--- config.mk ---
export PLATFORM = sky130hd
export DESIGN_NAME = kf_ppi_strobed
export DESIGN_NICKNAME = d
export VERILOG_FILES = /design/src/rtl/kf_ppi_pkg.sv /design/src/rtl/kf_ppi_channel.sv /design/src/rtl/kf_ppi_strobed.sv
export SDC_FILE = /design/constraint.sdc
export NUM_CORES = 1
export LEC_CHECK = 0
export BUFFER_PORTS_ARGS = -buffer_cell sky130_fd_sc_hd__buf_2
export CAP_MARGIN = 40
export CELL_PAD_IN_SITES_DETAIL_PLACEMENT = 1
export CELL_PAD_IN_SITES_GLOBAL_PLACEMENT = 1
export CORE_MARGIN = 5
export CORE_UTILIZATION = 44
export CTS_BUF_LIST = sky130_fd_sc_hd__clkbuf_4
export CTS_CLUSTER_SIZE = 28
export DETAILED_ROUTE_END_ITERATION = 7
export PLACE_DENSITY = 0.89
export SKIP_LAST_GASP = 1
export SYNTH_ARGS = -nofsm -noshare
export SYNTH_HDL_FRONTEND = slang
export SYNTH_HIERARCHICAL = 1
export SYNTH_SLANG_ARGS = --single-unit
--- constraint.sdc ---
create_clock -name clock -period 2.2 [get_ports clock]
set_input_delay 0.11 -clock clock [delete_from_list [all_inputs] [get_ports clock]]
set_output_delay 0.11 -clock clock [all_outputs]
set_load 0.005 [all_outputs]
--- src/rtl/kf_ppi_pkg.sv ---
// rtl/kf_ppi_pkg.sv - shared mode encodings, status bit indices and address sizing
package kf_ppi_pkg;

  typedef enum logic [1:0] {
    MODE_BASIC_IN  = 2'b00,
    MODE_BASIC_OUT = 2'b01,
    MODE_STB_IN    = 2'b10,
    MODE_STB_OUT   = 2'b11
  } ppi_mode_e;

  localparam int ST_INTE = 2;
  localparam int ST_BUF  = 3;
  localparam int ST_INTR = 4;
  localparam int ST_OVR  = 5;

  function automatic int addr_width(input int num_ports);
    int w;
    w = $clog2(2 * num_ports);
    return (w < 1) ? 1 : w;
  endfunction

endpackage

--- src/rtl/kf_ppi_channel.sv ---
// rtl/kf_ppi_channel.sv - one PPI port: mode, latches, STB/ACK synchronisers, handshake state
module kf_ppi_channel
  import kf_ppi_pkg::*;
#(
  parameter int PW = 8
) (
  input  logic          clk_i,
  input  logic          rst_ni,
  input  logic          wr_data_i,
  input  logic          wr_ctrl_i,
  input  logic          rd_data_i,
  input  logic          rd_status_i,
  input  logic [7:0]    wdata_i,
  input  logic [PW-1:0] pin_i,
  input  logic          stb_ni,
  input  logic          ack_ni,
  output logic [7:0]    data_o,
  output logic [7:0]    status_o,
  output logic [PW-1:0] out_o,
  output logic          io_o,
  output logic          ibf_o,
  output logic          obf_no,
  output logic          intr_o
);

  ppi_mode_e     mode_q, mode_d;
  logic          inte_q, inte_d, ibf_q, ibf_d, obf_n_q, obf_n_d;
  logic          intr_q, intr_d, ovr_q, ovr_d;
  logic [PW-1:0] latch_q, latch_d, out_q, out_d;
  // [0] first sync flop, [1] second, [2] previous synchronised value
  logic [2:0]    stb_sync_q, ack_sync_q;
  logic          stb_fall, stb_rise, ack_fall, ack_rise;

  assign stb_fall = stb_sync_q[2] & ~stb_sync_q[1];
  assign stb_rise = ~stb_sync_q[2] & stb_sync_q[1];
  assign ack_fall = ack_sync_q[2] & ~ack_sync_q[1];
  assign ack_rise = ~ack_sync_q[2] & ack_sync_q[1];

  always_ff @(posedge clk_i or negedge rst_ni) begin
    if (!rst_ni) begin
      mode_q     <= MODE_BASIC_IN;
      inte_q     <= 1'b0;
      ibf_q      <= 1'b0;
      obf_n_q    <= 1'b1;
      intr_q     <= 1'b0;
      ovr_q      <= 1'b0;
      latch_q    <= '0;
      out_q      <= '0;
      stb_sync_q <= 3'b111;
      ack_sync_q <= 3'b111;
    end else begin
      mode_q     <= mode_d;
      inte_q     <= inte_d;
      ibf_q      <= ibf_d;
      obf_n_q    <= obf_n_d;
      intr_q     <= intr_d;
      ovr_q      <= ovr_d;
      latch_q    <= latch_d;
      out_q      <= out_d;
      stb_sync_q <= {stb_sync_q[1:0], stb_ni};
      ack_sync_q <= {ack_sync_q[1:0], ack_ni};
    end
  end

  always_comb begin
    mode_d  = mode_q;
    inte_d  = inte_q;
    ibf_d   = ibf_q;
    obf_n_d = obf_n_q;
    intr_d  = intr_q;
    ovr_d   = ovr_q;
    latch_d = latch_q;
    out_d   = out_q;
    if (rd_status_i) ovr_d = 1'b0;
    if (wr_ctrl_i) begin
      mode_d  = ppi_mode_e'(wdata_i[1:0]);
      inte_d  = wdata_i[2];
      ibf_d   = 1'b0;
      intr_d  = 1'b0;
      ovr_d   = 1'b0;
      obf_n_d = 1'b1;
    end else begin
      case (mode_q)
        MODE_BASIC_OUT: if (wr_data_i) out_d = wdata_i[PW-1:0];
        MODE_STB_IN: begin
          // a read ending in the same cycle as a strobe frees the latch first
          if (rd_data_i) begin
            ibf_d  = 1'b0;
            intr_d = 1'b0;
          end
          if (stb_fall) begin
            if (!ibf_d) begin
              latch_d = pin_i;
              ibf_d   = 1'b1;
            end else begin
              ovr_d = 1'b1;
            end
          end
          if (stb_rise) intr_d = inte_q & ibf_d;
        end
        MODE_STB_OUT: begin
          if (wr_data_i) begin
            out_d   = wdata_i[PW-1:0];
            obf_n_d = 1'b0;
            intr_d  = 1'b0;
            if (!obf_n_q) ovr_d = 1'b1;
          end else begin
            if (ack_fall) obf_n_d = 1'b1;
            if (ack_rise) intr_d = inte_q;
          end
        end
        default: ;
      endcase
    end
  end

  always_comb begin
    data_o = '0;
    case (mode_q)
      MODE_BASIC_IN: data_o[PW-1:0] = pin_i;
      MODE_STB_IN:   data_o[PW-1:0] = latch_q;
      default:       data_o[PW-1:0] = out_q;
    endcase
  end

  assign intr_o   = intr_q & inte_q;
  assign status_o = {2'b00, ovr_q, intr_o,
                     (mode_q == MODE_STB_OUT) ? ~obf_n_q : ibf_q,
                     inte_q, mode_q};
  assign out_o    = out_q;
  assign io_o     = ~mode_q[0];
  assign ibf_o    = ibf_q;
  assign obf_no   = obf_n_q;

endmodule

--- src/rtl/kf_ppi_strobed.sv ---
// rtl/kf_ppi_strobed.sv - multi-port strobed PPI: bus strobe edges, decode, read mux, irq
module kf_ppi_strobed
  import kf_ppi_pkg::*;
#(
  parameter int  NUM_PORTS  = 2,
  parameter int  PORT_WIDTH = 8,
  localparam int AW         = addr_width(NUM_PORTS)
) (
  input  logic                            clock,
  input  logic                            reset_n,
  input  logic                            chip_select_n,
  input  logic                            read_enable_n,
  input  logic                            write_enable_n,
  input  logic [AW-1:0]                   address,
  input  logic [7:0]                      data_bus_in,
  output logic [7:0]                      data_bus_out,
  input  logic [NUM_PORTS*PORT_WIDTH-1:0] port_in,
  output logic [NUM_PORTS*PORT_WIDTH-1:0] port_out,
  output logic [NUM_PORTS-1:0]            port_io,
  input  logic [NUM_PORTS-1:0]            stb_n,
  input  logic [NUM_PORTS-1:0]            ack_n,
  output logic [NUM_PORTS-1:0]            ibf,
  output logic [NUM_PORTS-1:0]            obf_n,
  output logic [NUM_PORTS-1:0]            intr,
  output logic                            irq
);

  logic          we_q, re_q, wr_end, rd_end, in_range, is_ctrl;
  logic [AW-1:0] idx;
  logic [7:0]    ch_data   [NUM_PORTS];
  logic [7:0]    ch_status [NUM_PORTS];

  always_ff @(posedge clock or negedge reset_n) begin
    if (!reset_n) begin
      we_q <= 1'b1;
      re_q <= 1'b1;
    end else begin
      we_q <= write_enable_n;
      re_q <= read_enable_n;
    end
  end

  // strobe end = registered low, live high, still selected
  assign wr_end   = ~we_q & write_enable_n & ~chip_select_n;
  assign rd_end   = ~re_q & read_enable_n & ~chip_select_n;
  assign in_range = (32'(address) < 32'(2 * NUM_PORTS));
  assign idx      = address >> 1;
  assign is_ctrl  = address[0];

  for (genvar g = 0; g < NUM_PORTS; g++) begin : g_ch
    logic sel;
    assign sel = in_range && (idx == AW'(g));

    kf_ppi_channel #(.PW(PORT_WIDTH)) u_ch (
      .clk_i      (clock),
      .rst_ni     (reset_n),
      .wr_data_i  (wr_end & sel & ~is_ctrl),
      .wr_ctrl_i  (wr_end & sel & is_ctrl),
      .rd_data_i  (rd_end & sel & ~is_ctrl),
      .rd_status_i(rd_end & sel & is_ctrl),
      .wdata_i    (data_bus_in),
      .pin_i      (port_in[g*PORT_WIDTH +: PORT_WIDTH]),
      .stb_ni     (stb_n[g]),
      .ack_ni     (ack_n[g]),
      .data_o     (ch_data[g]),
      .status_o   (ch_status[g]),
      .out_o      (port_out[g*PORT_WIDTH +: PORT_WIDTH]),
      .io_o       (port_io[g]),
      .ibf_o      (ibf[g]),
      .obf_no     (obf_n[g]),
      .intr_o     (intr[g])
    );
  end

  always_comb begin
    data_bus_out = '0;
    for (int i = 0; i < NUM_PORTS; i++) begin
      if (in_range && (idx == AW'(i))) data_bus_out = is_ctrl ? ch_status[i] : ch_data[i];
    end
  end

  assign irq = |intr;

endmodule

==> results.yml <==
finish:
  final-seq-area_um2: 1530
  drive_above_1_share_pct: 45.7
  fill_cells: 745
  multi_input_comb_area_um2: 1430
  utilization_pct: 58.6
  fin_cells: 466
  syn_to_final_growth_pct: 29.0
  fin_nets: 400
  n_antenna_cell: 0
synthesis:
  syn-mean-instance-area_um2: 12.0
  synthArstFlopShare_pct: 100
  ys_warn_count: 6
  synth_top_area_share_pct: 35.3
  synth_ff_type: "dfrtp_1"
  syn-cell-area_um2: 3120
  ys_seq_area_share_pct: 48.7
  ys_types: 32
  synthTopCellsByArea: "dfrtp_1, dfstp_2, mux2_2"
  ys_seq_elements: 60
  yosysTopAreaCell: "dfrtp_1"
  synth_edf_count: 0
  netlist_instances: 260
die:
  design.core.area_um2: 6870
  fp.dieW_um: 94.2
  dieArea_um2: 8880
  io_pins: 68
  fp-row-count: 30
  initial_core_util_pct: 45.5
  die_y_um: 94.2
detailed_routing:
  wire_per_inst_um: 20.7
  viasPerCell: 5.44
  firstDrtPassIters: 4
  wirelength_um: 9640
  routed-via-count: 2534
  drc: 0
  drt_iter0_markers: 94
  ant_nets: 0
place:
  dp.cells: 414
  dp_slack_ns: 0.204
  gp_congestion: 0.848
  hpwlAfterDp_um: 6550
  numPortBuffers: 67
pwr:
  ir_drop_v: 0.000533
  p_total_mw: 3.81
  power_density_nw_per_um2: 946
  power_leakage_nw: 1.81
sta:
  hold_viol_final: 0
  grt_setup_unrepaired: "yes"
  min_period_ns: 2.15
  finalClockSkew_ns: 0.0150
  timing.final.ws_setup_ns: 0.0507
  timing.fmax_ghz: 0.465
  period_share_pct: 97.7
  worstMarginPinSlew_ns: 0.731
  drv_slew: 0
  fin_setup_tns_ns: 0
  setup-violations-final: 0
  relSlewSlack_pct: 51.3
clocking:
  htree_levels: 3
  cts_tree: "yes"
  cts_buffers: 9
  clk_pin_slew_worst_paths_ns: 0.12
  clk_path_buf_depth: 2
  cts.sinks: 60
  root_buffer: "clkbuf_4"
  clk_latency_ns: 0.41
global_route:
  grt_max_degree: 32
  track_usage_pct: 23.2
  grt_pass1_wl_um: 15300
  grt_pass1_vias: 2820
  grt-ovfl-total: 0
  antenna_found_initial: 0
setup_path:
  end_kind: "output pin"
  cp.required_ns: 2.09
  criticalPathCategory: "reg2out"
  start_kind: "register"
  arrival_ns: 2.04
  critPathMaxFanout: 10
worst_hold_path:
  hp-class: "in2async"
flow_run:
  drv_cap: 0
outcome:
  run_status: "finished clean"
## cells by family (layout without fill, tap and decap cells)
group	count (synthesis)	count (layout)	share of synthesized area (%)
AO/OA/AOI/OAI	32	32	5.85
AND/OR/NAND/NOR	74	74	14.5
other	2	4	0.240
buffers and inverters	30	138	5.81
multiplexers	62	62	24.9
flip-flops	60	60	48.7
## what timing repair did
item                                   4_1_cts  5_1_grt
hold buffers                                31        0
buffers inserted                             0        5
endpoints found under the hold margin       66        0
setup endpoints to repair                    8        6
gates resized for setup                      2        8
## final cells by class
| type | instances | share of cell area (%) |
|---|---|---|
| flip-flops and latches | 60 | 37.9 |
| multi-input cells | 172 | 35.4 |
| repair buffers | 116 | 19.9 |
| well taps | 96 | 2.98 |
| clock buffers | 10 | 1.86 |
| clock inverters | 6 | 1.37 |
| inverters | 6 | 0.559 |
## state kept, by name, summed over array words and instances, names as in the netlist, 2 cells and up
signal / cells
g_ch.u_ch/latch_q: 16
g_ch.u_ch/out_o: 16
g_ch.u_ch/ack_sync_q: 6
g_ch.u_ch/stb_sync_q: 6
g_ch.u_ch/mode_q: 4
g_ch.u_ch/ibf_o: 2
g_ch.u_ch/inte_q: 2
g_ch.u_ch/intr_q: 2
g_ch.u_ch/obf_no: 2
g_ch.u_ch/ovr_q: 2
## cell usage in the layout, fill, tap and decap left out, types with 3 or more instances in the layout
cell type / n
mux2_2: 36
inv_1: 6
nand3_1: 4
dfrtp_1: 42
nand2_1: 29
dlygate4sd3_1: 31
o21ai_0: 23
or2_2: 3
nor2_1: 8
and2_1: 4
clkbuf_4: 10
mux4_2: 7
nand2b_1: 4
conb_1: 4
buf_4: 15
buf_2: 67
nor2b_1: 6
mux2i_1: 16
dfstp_2: 16
## report_power, final
part | internal, mW | switching, mW | total [mW]
clock | 0.348 | 0.420 | 0.769
combinational | 0.720 | 0.600 | 1.32
sequential | 1.44 | 0.284 | 1.72
total | 2.50 | 1.30 | 3.81
## Yosys cell counts, types with 3 or more instances
master	number
clkbuf_1	4
or2_2	3
nor2_1	8
mux4_1	3
dfstp_2	16
nand2b_1	4
inv_1	6
and2_1	4
mux2i_1	18
buf_4	10
mux2_2	36
buf_2	7
mux4_2	5
o21ai_0	24
dfrtp_1	44
nand3_1	4
nand2_1	29
buf_6	3
nor2b_1	6
## per-layer routing
layer | track usage [%] | vias up | routed length (um)
met2 | 39.8 | 91 | 5120
met5 | 0 | - | 0
li1 | - | 1114 | -
met1 | 27.5 | 1309 | 3710
met4 | 8.66 | 0 | 211
met3 | 6.49 | 20 | 599
## metrics by stage
stage / hold slack [ns] / area (um^2)
6_report: 0.281 / 4030
5_1_grt: 0.310 / 4030
4_1_cts: 0.241 / 3980
3_5_place_dp: 0.196 / 3540
3_3_place_gp: 0.176 / 3540
2_1_floorplan: -0.186 / 3130
## critical path, stage by stage (launching register included)
cell	delay (ns)
dfrtp_4	0.58
mux2i_1	0.19
o21ai_0	0.17
mux4_2	0.54
buf_2	0.16
## worst paths after layout
path	startpoint	end	slack [ns]	depth (start not counted)
max in group asynchronous	reset_n	g_ch[1].u_ch/stb_sync_q[0]	1.22	3
worst max-delay path	g_ch[0].u_ch/mode_q[1]	data_bus_out[0]	0.05	4
worst max register to register	re_q	g_ch[0].u_ch/latch_q[4]	0.14	5
worst min register to register	g_ch[0].u_ch/ack_sync_q[0]	g_ch[0].u_ch/ack_sync_q[1]	0.36	0
worst min-delay path	reset_n	g_ch[0].u_ch/out_o[2]	0.28	2
min in group clock	chip_select_n	g_ch[1].u_ch/obf_no	0.29	5
Power figures use the tool's default switching activity.
